**src/rtl/shift_pattern_ctrl.sv**
```systemverilog
// Sequencer for a BITS-wide LED shift register: walk-one, fill/drain and one-shot pattern modes.
// Optional pause input is enabled by defining SHIFT_PATTERN_CTRL_PAUSE_EN.
module shift_pattern_ctrl #(
   parameter int BITS     = 8,
   parameter int TICK_DIV = 50000000,
   parameter int DIV_W    = 26
) (
   input  logic            clk,
   input  logic            rst,
   input  logic            cmd_valid,
   output logic            cmd_ready,
   input  logic [1:0]      cmd_mode,
   input  logic [BITS-1:0] cmd_pat,
   input  logic            stop,
`ifdef SHIFT_PATTERN_CTRL_PAUSE_EN
   input  logic            pause,
`endif
   output logic            step,
   output logic            d,
   output logic            busy,
   output logic            done
);

   localparam int CNT_W = $clog2(BITS);

   typedef enum logic [1:0] {IDLE, RUN, DONE} state_t;
   typedef enum logic [1:0] {
      M_WALK = 2'b00,
      M_FILL = 2'b01,
      M_PAT  = 2'b10,
      M_NOP  = 2'b11
   } mode_t;

   state_t            state, state_nx;
   mode_t             mode_q;
   logic [BITS-1:0]   pat_q;
   logic [DIV_W-1:0]  presc;
   logic [CNT_W-1:0]  bit_cnt;
   logic [CNT_W-1:0]  pat_idx;
   logic              phase;
   logic              hold;
   logic              tick_end;
   logic              last_bit;
   logic              accept;
   logic              advance;

`ifdef SHIFT_PATTERN_CTRL_PAUSE_EN
   assign hold = pause;
`else
   assign hold = 1'b0;
`endif

   assign tick_end = (presc == DIV_W'(TICK_DIV - 1));
   assign last_bit = (bit_cnt == CNT_W'(BITS - 1));
   assign pat_idx  = CNT_W'(BITS - 1) - bit_cnt;
   assign accept   = (state == IDLE) && cmd_valid;
   // stop takes precedence over pause: counters freeze either way, but only stop leaves RUN
   assign advance  = (state == RUN) && !stop && !hold;

   always_ff @(posedge clk) begin
      if (rst) begin
         state   <= IDLE;
         mode_q  <= M_WALK;
         pat_q   <= '0;
         presc   <= '0;
         bit_cnt <= '0;
         phase   <= 1'b0;
      end else begin
         state <= state_nx;
         if (accept) begin
            mode_q  <= mode_t'(cmd_mode);
            pat_q   <= cmd_pat;
            presc   <= '0;
            bit_cnt <= '0;
            phase   <= 1'b0;
         end else if (advance) begin
            if (tick_end) begin
               presc <= '0;
               if (last_bit) begin
                  bit_cnt <= '0;
                  phase   <= ~phase;
               end else begin
                  bit_cnt <= bit_cnt + 1'b1;
               end
            end else begin
               presc <= presc + 1'b1;
            end
         end
      end
   end

   always_comb begin
      state_nx  = state;
      cmd_ready = 1'b0;
      step      = 1'b0;
      d         = 1'b0;
      busy      = 1'b0;
      done      = 1'b0;
      case (state)
         IDLE: begin
            cmd_ready = 1'b1;
            if (cmd_valid)
               state_nx = (cmd_mode == 2'b11) ? DONE : RUN;
         end
         RUN: begin
            busy = 1'b1;
            case (mode_q)
               M_WALK:  d = (bit_cnt == '0);
               M_FILL:  d = ~phase;
               M_PAT:   d = pat_q[pat_idx];
               default: d = 1'b0;
            endcase
            if (stop) begin
               state_nx = IDLE;
            end else if (!hold && tick_end) begin
               step = 1'b1;
               if (mode_q == M_PAT && last_bit)
                  state_nx = DONE;
            end
         end
         DONE: begin
            done     = 1'b1;
            state_nx = IDLE;
         end
         default: state_nx = IDLE;
      endcase
   end

endmodule

```
**config.mk**
```make
export PLATFORM = sky130hd
export DESIGN_NAME = shift_pattern_ctrl
export DESIGN_NICKNAME = d
export VERILOG_FILES = /design/src/rtl/shift_pattern_ctrl.sv
export SDC_FILE = /design/constraint.sdc
export NUM_CORES = 1
export LEC_CHECK = 0
export CORE_MARGIN = 5
export CORE_UTILIZATION = 50
export CTS_CLUSTER_SIZE = 12
export DETAILED_ROUTE_END_ITERATION = 8
export DONT_BUFFER_PORTS = 1
export GPL_TIMING_DRIVEN = 0
export PLACE_DENSITY = 0.76
export SYNTH_ARGS = -nofsm -noshare
export SYNTH_HDL_FRONTEND = slang
export SYNTH_SLANG_ARGS = --single-unit
```
**constraint.sdc**
```tcl
create_clock -name clk -period 2 [get_ports clk]
set_clock_uncertainty 0.05 [all_clocks]
set_input_delay 0.1 -clock clk [delete_from_list [all_inputs] [get_ports clk]]
set_output_delay 0.1 -clock clk [all_outputs]
set_load 0.02 [all_outputs]
```
==> flow_metrics.env, run 1 <==
export IMPL_dp_hpwl_um=3127
export IMPL_drt_antenna_violating_nets=0
export IMPL_drc=0
export IMPL_synth_top_area_share_pct=41.69
export IMPL_netlist_top_cell_by_area="dfxtp_1"
export IMPL_path_cells="or4b_4 > and4bb_2 > nand3b_4 > or3_1 > a21oi_1"
export IMPL_yosysSeqAreaShare_pct=41.69
export IMPL_pwr_share_seq_pct=51.4
export IMPL_clock_sink_count=42
export IMPL_clockPowerShare_pct=40.2
export IMPL_max_freq_ghz=0.5050
export IMPL_syn_num_nets=261
export IMPL_dieHeight_um=73.51
export IMPL_port_buffers=0
export IMPL_internal_power_mw=1.272
export IMPL_clock_latency_ns=0.31
export IMPL_cts_max_path_buffers=2
export IMPL_hold_violations=0
export IMPL_status="complete, no violations"
export IMPL_synth_area_leaders="dfxtp_1, xor2_1, nand2_1"
export IMPL_drtPass1Iterations=5
export IMPL_grt_pass1_wl_um=8079
export IMPL_fin_ws_ns=0.01992
export IMPL_fp_dieW_um=73.51
export IMPL_netlist_area_um2=2017
export IMPL_cp_required_ns=2.18
export IMPL_crit_arrival_ns=2.16
export IMPL_p_switching_mw=0.4140
export IMPL_final_cells=317
export IMPL_slew_viol_final=0
export IMPL_place_congestion=0.7997
export IMPL_design_portCount=19
export IMPL_synthToLayoutAreaGrowth_pct=19.23
export IMPL_async_flop_share_pct=0
export IMPL_synth_seq_cells=42
export IMPL_synthFlopType="dfxtp_1"
export IMPL_r2r_setup_slack_ns=0.02
export IMPL_drt_wl_total_um=4811
export IMPL_wl_per_cell_um=15.18
export IMPL_layout_commonest_cell="dfxtp_1"
export IMPL_start_util_pct=51.16
export IMPL_cts_tree="yes"
export IMPL_p_leak_nw=0.8632
export IMPL_switching_share_pct=24.56
export IMPL_multi_input_area_um2=1181
export IMPL_htree_levels=2
export IMPL_syn_area_per_cell_um2=8.300
export IMPL_ctsRootBufferMaster="clkbuf_8"
export IMPL_n_fill_cell=328
export IMPL_core_um2=3943
export IMPL_fp_row_count=23
export IMPL_syn_inst=243
export IMPL_dieArea_um2=5404
export IMPL_maxCapViolCount=0
export IMPL_path_class="flip-flop to flip-flop"
export IMPL_layout_common_cells="dfxtp_1, nand2_1, nor2_1, a21oi_1"
export IMPL_avgViaCountPerCell=5.795
export IMPL_power_density_nw_per_um2=701.2
export IMPL_cp_end_kind="flip-flop"
export IMPL_pre_cts_slack_ns=-0.3641
export IMPL_crit_path_start_kind="flip-flop"
export IMPL_cp_slowest_cell="or4b_4"
export IMPL_grt_pass1_vias=1753
export IMPL_ir_drop_v=0.0004821
export IMPL_synth_cell_types=38
export IMPL_antenna_cells=0
export IMPL_drive_above_1_share_pct=15.36
export IMPL_cts_buffers=5
export IMPL_comb_power_share_pct=8.4
export IMPL_vias=1837
export IMPL_final_seq_area_um2=852.1
export IMPL_num_nets_final=284
export IMPL_tightest_slew_ns=0.5847
export IMPL_placed_cells=293
export IMPL_crit_fanout=5
export IMPL_track_usage_pct=19.52
export IMPL_antenna_found_initial=0
export IMPL_finalCritPeriodShare_pct=99.00
export IMPL_drtIter0Drc=151
export IMPL_min_path_type="input port to flip-flop"
export IMPL_slowest_delay_ns=0.54
export IMPL_setup_violations=0
export IMPL_period_minus_slack_ns=1.980
export IMPL_synth_yosys_warnings=0
export IMPL_synth_edf_count=0
export IMPL_slew_headroom_pct=60.81
export IMPL_grt_ovfl_total=0
export IMPL_grt_max_degree=14
export IMPL_cts_clk_slew_worst_paths_ns=0.08
cells in the mapped netlist, drive strengths merged (3+ instances only):
library cell and instances:
dfxtp 42, nand2 35, nor2 31, a21oi 18, nand3 16, xor2 16, nand4 14, nor3 8
and3 6, o21ai 6, or3 5, clkbuf 4, ha 4, inv 4, xnor2 4, a31oi 3
nor3b 3
cell type report:
class | count | share of cell area (%)
plain buffers | 6 | 1.457
multi-input cells | 191 | 49.12
well taps | 50 | 2.601
repair buffers | 16 | 6.243
clock inverters | 3 | 1.665
inverters | 4 | 0.6243
flip-flops and latches | 42 | 35.43
clock buffers | 5 | 2.862
state kept, by name, summed over array words and instances (netlist names):
name     flops
state        2
pat_q        8
presc       26
phase        1
bit_cnt      3
mode_q       2
worst paths after layout:
| check | startpoint | endpoint | cells past startpoint |
|---|---|---|---|
| max | presc[9] | bit_cnt[0] | 5 |
| min reg2reg | pat_q[6] | pat_q[6] | 2 |
| max reg2reg | presc[9] | bit_cnt[0] | 5 |
| min | rst | state[0] | 3 |
per-layer routing:
layer | vias up | routed length [µm] | part of all wire, % | global-route usage [%]
li1 | 898 | - | - | -
met1 | 871 | 2088 | 43 | 24.18
met2 | 58 | 2381 | 49 | 32.38
met3 | 10 | 244 | 5.1 | 4.241
met4 | 0 | 97 | 2.0 | 8.451
met5 | - | 0 | 0 | 0
timing repair:
| action | CTS | global route |
|---|---|---|
| cloned | 0 | 0 |
| pin swaps | 1 | 4 |
| gates resized for setup | 8 | 14 |
| hold buffers | 12 | 0 |
| hold endpoints to repair | 15 | 0 |
| setup endpoints to repair | 24 | 25 |
| setup buffers | 2 | 2 |
critical path: cells and delay by family, from the launching register on:
kind	cells	cell delay, ns
AO/OA/AOI/OAI	1	0.15
flip-flops	1	0.34
AND/OR/NAND/NOR	4	1.38
kinds of logic (layout without fill, tap and decap cells):
logic type	after synthesis	after routing	synth area share, %
compound gates	30	30	8.065
xor+xnor	20	20	8.684
fa+ha+maj	4	4	2.481
buf+inv	10	34	2.357
flops	42	42	41.69
mux	4	4	3.226
simple gates	133	133	33.50
metrics by stage:
step	instance area, µm²	hold WS (ns)	setup TNS, ns	power (mW)	utilization, %
4_1_cts	2346	0.001539	0	1.685	59.50
6_report	2405	0.01699	0	1.686	61.00
5_1_grt	2405	0.04661	-0.01339	1.745	61.00
3_5_place_dp	2079	0.1247	-4.403	1.002	52.75
2_1_floorplan	2017	0.1191	0	0.9736	-
3_3_place_gp	2079	0.1217	-3.603	1.000	52.75
power groups by stage:
stage                     Sequential [mW]  Clock [mW]  Combinational [mW]
after floorplan                     0.884           0              0.0895
after global placement              0.888           0               0.113
after detailed placement            0.888           0               0.114
after CTS                           0.869       0.679               0.137
after global routing                0.869       0.718               0.158
final                               0.867       0.678               0.142
No activity file was read; power rests on OpenSTA's default activity.
==> inputs of run 2 (changes only) <==
ABC_AREA = 1   (was unset)
==> run 2 against run 1 <==
Count of clock-buffer cells in the layout increased by 1. Clock power up 3%. Via count rose by 22%. Wire length rose by 17%.
==> flow_metrics.env, run 2 <==
export IMPL_dieArea_um2=6308
export IMPL_drtPass1Iterations=4
export IMPL_whs_ns=0.09143
export IMPL_r2r_end="presc[21]"
export IMPL_rsz0062_at_grt="false"
export IMPL_slew_viol_final=0
export IMPL_num_nets_final=395
export IMPL_synth_area_leaders="dfxtp_1, nor2_1, nand2_1"
export IMPL_power_mw=1.777
export IMPL_port_buffers=0
export IMPL_track_usage_pct=19.65
export IMPL_crit_path_start_kind="flip-flop"
export IMPL_largest_register="presc"
export IMPL_synth_cell_types=31
export IMPL_antenna_cells=0
export IMPL_slew_headroom_pct=72.72
export IMPL_largest_registers="presc x26, pat_q x8, bit_cnt x3"
export IMPL_dieHeight_um=79.43
export IMPL_avgViaCountPerCell=5.216
export IMPL_r2r_cells=9
export IMPL_status="complete, no violations"
export IMPL_path_cells="ha_1 > nand2_1 > nor2_1 > nand2_1 > nor2_2 > nand2_2 > nor2_4"
export IMPL_r2r_setup_slack_ns=0.35
export IMPL_layout_commonest_cell="nor2_1"
export IMPL_drt_antenna_violating_nets=0
export IMPL_dpl_cell_area_um2=2477
export IMPL_drive_above_1_share_pct=12.20
export IMPL_cp_common_cell="nand2_1"
export IMPL_cp_required_ns=1.85
export IMPL_wl_per_cell_um=13.08
export IMPL_fin_setup_tns_ns=0
export IMPL_hold_violations=0
export IMPL_slowest_delay_ns=0.38
export IMPL_yosysSeqAreaShare_pct=34.89
export IMPL_antenna_found_initial=0
export IMPL_dp_hpwl_um=4090
export IMPL_cts_max_path_buffers=2
export IMPL_synthToLayoutAreaGrowth_pct=12.98
export IMPL_layout_common_cells="nor2_1, nand2_1, inv_1, dfxtp_1, o21ai_0"
export IMPL_syn_inst=358
export IMPL_tightest_slew_ns=0.4077
export IMPL_min_path_type="input port to flip-flop"
export IMPL_clock_sink_count=42
export IMPL_netlist_top_cell_by_area="dfxtp_1"
export IMPL_drc=0
export IMPL_cts_tree="yes"
export IMPL_pre_cts_slack_ns=0.2791
export IMPL_top_layer="met4"
export IMPL_synth_common_cells="nor2_1, nand2_1, inv_1"
export IMPL_largest_reg_flops=26
export IMPL_fin_area_um2=2723
export IMPL_grt_pass1_vias=2249
export IMPL_start_util_pct=51.36
export IMPL_synth_most_common_cell="nor2_1"
export IMPL_grt_ovfl_total=0
export IMPL_synthFlopType="dfxtp_1"
export IMPL_maxCapViolCount=0
export IMPL_wl_met2_um=2893
export IMPL_period_minus_slack_ns=1.822
export IMPL_synth_edf_count=0
export IMPL_async_flop_share_pct=0
export IMPL_cp_slowest_cell="dfxtp_1"
export IMPL_cts_buffers=5
export IMPL_synth_yosys_warnings=0
export IMPL_finalCritPeriodShare_pct=91.10
export IMPL_netlist_area_um2=2410
export IMPL_design_portCount=19
export IMPL_vias=2248
export IMPL_cp_startpoint="presc[0]"
export IMPL_synth_seq_cells=42
export IMPL_synth_top_area_share_pct=34.89
export IMPL_cts_clk_slew_worst_paths_ns=0.08
export IMPL_p_leak_nw=1.088
export IMPL_r2r_start="presc[0]"
export IMPL_path_class="flip-flop to primary output"
export IMPL_htree_levels=2
export IMPL_crit_arrival_ns=1.67
export IMPL_power_density_nw_per_um2=652.8
export IMPL_max_freq_ghz=0.5489
export IMPL_fin_ws_ns=0.1780
export IMPL_cp_end_kind="primary output"
export IMPL_clock_latency_ns=0.30
export IMPL_wl_met1_um=2400
export IMPL_drtIter0Drc=142
export IMPL_setup_violations=0
export IMPL_grt_pass1_wl_um=9777
export IMPL_syn_area_per_cell_um2=6.731
export IMPL_drt_wl_total_um=5638
export IMPL_place_congestion=0.9275
export IMPL_ctsRootBufferMaster="clkbuf_8"
export IMPL_met3WireLength_um=222
export IMPL_syn_num_nets=376
export IMPL_fp_dieW_um=79.43
export IMPL_grt_max_degree=13
export IMPL_fp_row_count=25
export IMPL_ir_drop_v=0.0003722
export IMPL_crit_fanout=4
export IMPL_worstSetupEndpoint="step"
export IMPL_core_um2=4692
run 2: cell types whose count changed after synthesis, sizes merged, moves of 5 or more:
cell,before,now
nor2,31,90
or3,5,0
nor3,8,15
and3,6,0
xor2,16,8
nand4,14,7
nand2,35,74
o21ai,6,23
inv,4,45
nand3,16,21
run 2: timing repair:
action | CTS | global route
buffers inserted | 0 | 0
gates cloned | 0 | 0
setup endpoints to repair | 1 | 1
gates resized for setup | 1 | 3
hold endpoints to repair | 22 | 0
hold buffers | 12 | 0
run 2: worst min-delay path by stage:
| stage | from | to | cells after the start |
|---|---|---|---|
| 2_1_floorplan | rst | state[1] | 1 |
| 3_3_place_gp | rst | state[1] | 1 |
| 3_5_place_dp | rst | state[1] | 1 |
| 4_1_cts | cmd_valid | state[0] | 5 |
| 5_1_grt | cmd_valid | state[0] | 5 |
| 6_report | cmd_valid | state[1] | 4 |
run 2: logic make-up after synthesis:
logic type / count (synthesis) / share of synthesized area, %
xor gates and xnor gates: 9 / 3.271
adders and majority gates: 4 / 2.077
AOI/OAI and AO/OA: 42 / 9.034
and+or+nand+nor: 208 / 41.02
buffers and inverters: 53 / 9.709
DFF: 42 / 34.89
run 2: layout make-up:
| cell class | instances | area, µm² |
|---|---|---|
| multi-input combinational | 263 | 1348 |
| tap | 54 | 67.56 |
| sequential | 42 | 840.8 |
| clock buffer | 6 | 82.58 |
| fill | 451 | 1969 |
| inverter | 47 | 177.7 |
| clock inverter | 1 | 30.03 |
| buffer | 6 | 56.30 |
| timing repair buffer | 12 | 120.1 |
run 2: stage by stage:
step | util, % | instances
2_1_floorplan | - | 358
3_3_place_gp | 52.80 | 412
3_5_place_dp | 52.80 | 412
4_1_cts | 57.81 | 431
5_1_grt | 58.03 | 431
6_report | 58.03 | 431
run 2: layer usage:
| layer | track usage (%) | up-vias |
|---|---|---|
| met5 | 0 | - |
| met4 | 8.076 | 0 |
| met3 | 3.725 | 12 |
| met2 | 35.81 | 37 |
| met1 | 22.21 | 1026 |
| li1 | - | 1173 |
run 2: worst max-delay path, delay by kind of cell (launching register included):
kind / cells / cell delay, ns
flops: 1 / 0.38
simple gates: 6 / 0.79
fa+ha+maj: 1 / 0.21
run 2: power by group:
group / internal [mW] / total (mW) / switching [mW]
Clock: 0.400 / 0.697 / 0.297
Sequential: 0.862 / 0.876 / 0.0144
Combinational: 0.0689 / 0.204 / 0.135
==> inputs of run 3 (changes only) <==
--- a/config.mk
+++ b/config.mk
@@ -10,2 +10,3 @@
 export CORE_UTILIZATION = 50
+export CTS_CLUSTER_DIAMETER = 40
 export CTS_CLUSTER_SIZE = 12
==> constraint.sdc (replaced) <==
create_clock -name clk -period 1.52 [get_ports clk]
set_clock_uncertainty 0.05 [all_clocks]
set_input_delay 0.152 -clock clk [delete_from_list [all_inputs] [get_ports clk]]
set_output_delay 0.152 -clock clk [all_outputs]
set_load 0.02 [all_outputs]
==> run 3 against run 2 <==
The run now ends with setup timing left. Power grew 25%. Register-to-register slack worse by 0.48 ns. Critical path depth is 2 higher. Hold slack worse by 0.083 ns. Non-clock buffer count up 16. Largest cell class unchanged. Highest routed layer unchanged.
==> flow_metrics.env, run 3 (synthesized netlist as in run 2, its figures left out) <==
export IMPL_fin_ws_ns=-0.1262
export IMPL_clock_latency_ns=0.30
export IMPL_drtIter0Drc=224
export IMPL_wl_per_cell_um=14.11
export IMPL_dp_hpwl_um=3985
export IMPL_p_leak_nw=1.243
export IMPL_antenna_cells=0
export IMPL_grt_ovfl_total=0
export IMPL_cts_buffers=5
export IMPL_antenna_found_initial=0
export IMPL_largest_register="presc"
export IMPL_cp_end_kind="flip-flop"
export IMPL_status="complete, but fails checks"
export IMPL_cts_max_path_buffers=2
export IMPL_maxCapViolCount=0
export IMPL_cts_tree="yes"
export IMPL_largest_registers="presc x26, pat_q x8, bit_cnt x3"
export IMPL_grt_pass1_wl_um=10290
export IMPL_dieHeight_um=79.43
export IMPL_cp_required_ns=1.67
export IMPL_synthToLayoutAreaGrowth_pct=27.57
export IMPL_crit_path_start_kind="flip-flop"
export IMPL_fin_area_um2=3074
export IMPL_core_um2=4692
export IMPL_slew_viol_final=0
export IMPL_rsz0062_at_grt="true"
export IMPL_ir_drop_v=0.0006381
export IMPL_slew_headroom_pct=73.82
export IMPL_violations="setup timing"
export IMPL_grt_max_degree=14
export IMPL_design_portCount=19
export IMPL_start_util_pct=51.36
export IMPL_hold_violations=0
export IMPL_finalCritPeriodShare_pct=108.3
export IMPL_htree_levels=2
export IMPL_crit_fanout=10
export IMPL_track_usage_pct=20.47
export IMPL_layout_common_cells="nor2_1, nand2_1, inv_1, dfxtp_1, o21ai_0"
export IMPL_ctsRootBufferMaster="clkbuf_8"
export IMPL_dieArea_um2=6308
export IMPL_pre_cts_slack_ns=-0.1727
export IMPL_drtPass1Iterations=5
export IMPL_avgViaCountPerCell=5.435
export IMPL_drc=0
export IMPL_period_minus_slack_ns=1.646
export IMPL_max_freq_ghz=0.6074
export IMPL_crit_arrival_ns=1.80
export IMPL_grt_pass1_vias=2335
export IMPL_drt_wl_total_um=6322
export IMPL_fp_row_count=25
export IMPL_vias=2435
export IMPL_setup_violations=22
export IMPL_port_buffers=0
export IMPL_fin_setup_tns_ns=-1.681
export IMPL_power_density_nw_per_um2=720.3
export IMPL_largest_reg_flops=26
export IMPL_dpl_cell_area_um2=2480
export IMPL_place_congestion=0.9232
export IMPL_min_path_type="input port to flip-flop"
export IMPL_drt_antenna_violating_nets=0
export IMPL_num_nets_final=411
export IMPL_tightest_slew_ns=0.3913
export IMPL_clock_sink_count=42
export IMPL_drive_above_1_share_pct=27.16
export IMPL_cts_clk_slew_worst_paths_ns=0.09
export IMPL_fp_dieW_um=79.43
export IMPL_path_class="flip-flop to flip-flop"
[run 3: cell types whose count changed in the layout (fill, tap and decap cells not counted), sizes merged]
cell         delta
bufinv          -1
clkinv          +1
clkbuf          +1
dlygate4sd3     -2
clkinvlp        +1
buf            +17
[run 3: stage by stage]
stage	std cells	total power, mW	hold slack [ns]	util (%)
global placement	412	1.410	0.1783	52.85
CTS	440	2.190	0.001150	61.12
detailed placement	412	1.414	0.1806	52.85
floorplan	358	1.365	0.1744	-
finish	448	2.214	0.008212	65.52
global route	448	2.316	0.04049	65.52
[run 3: layout make-up]
type                       instances  area [µm²]
tap                               54       67.56
sequential                        42       862.1
clock buffer                       6       72.57
timing repair buffer              28       272.8
fill                             385        1618
clock inverter                     2       13.76
inverter                          47       195.2
multi-input combinational        263        1528
buffer                             6       62.56
[run 3: worst paths after layout]
path,startpoint,endpoint,slack (ns),cells past startpoint
setup / recovery,presc[0],presc[21],-0.13,9
hold / removal,cmd_pat[6],pat_q[6],0.008,2
setup reg to reg,presc[0],presc[21],-0.13,9
hold reg to reg,pat_q[6],pat_q[6],0.43,2
[run 3: repair_timing]
action | 4_1_cts | 5_1_grt
gates resized for setup | 41 | 36
setup endpoints to repair | 25 | 34
pin swaps | 20 | 19
gates cloned | 0 | 1
endpoints found under the hold margin | 18 | 0
buffers inserted | 11 | 7
hold buffers | 10 | 0
[run 3: layer usage]
layer | global-route usage [%] | vias up | routed length (µm)
met5 | 0 | - | 0
met4 | 6.873 | 0 | 184
met3 | 4.402 | 23 | 287
met2 | 37.73 | 80 | 3241
met1 | 23.06 | 1127 | 2608
li1 | - | 1205 | -
[run 3: power breakdown]
group / leakage (nW) / internal (mW) / switching (mW)
logic: 0.850 / 0.124 / 0.199
registers: 0.348 / 1.13 / 0.0203
clock network: 0.0452 / 0.325 / 0.414
[run 3: critical path, stage by stage (launching register included)]
cell and delay (ns):
dfxtp_2 0.36, ha_4 0.16, nand3_1 0.16, nor2_1 0.16, nand2_1 0.10, nor2_4 0.13
nand2_4 0.11, nand2_4 0.11, buf_12 0.15, nor2_2 0.04
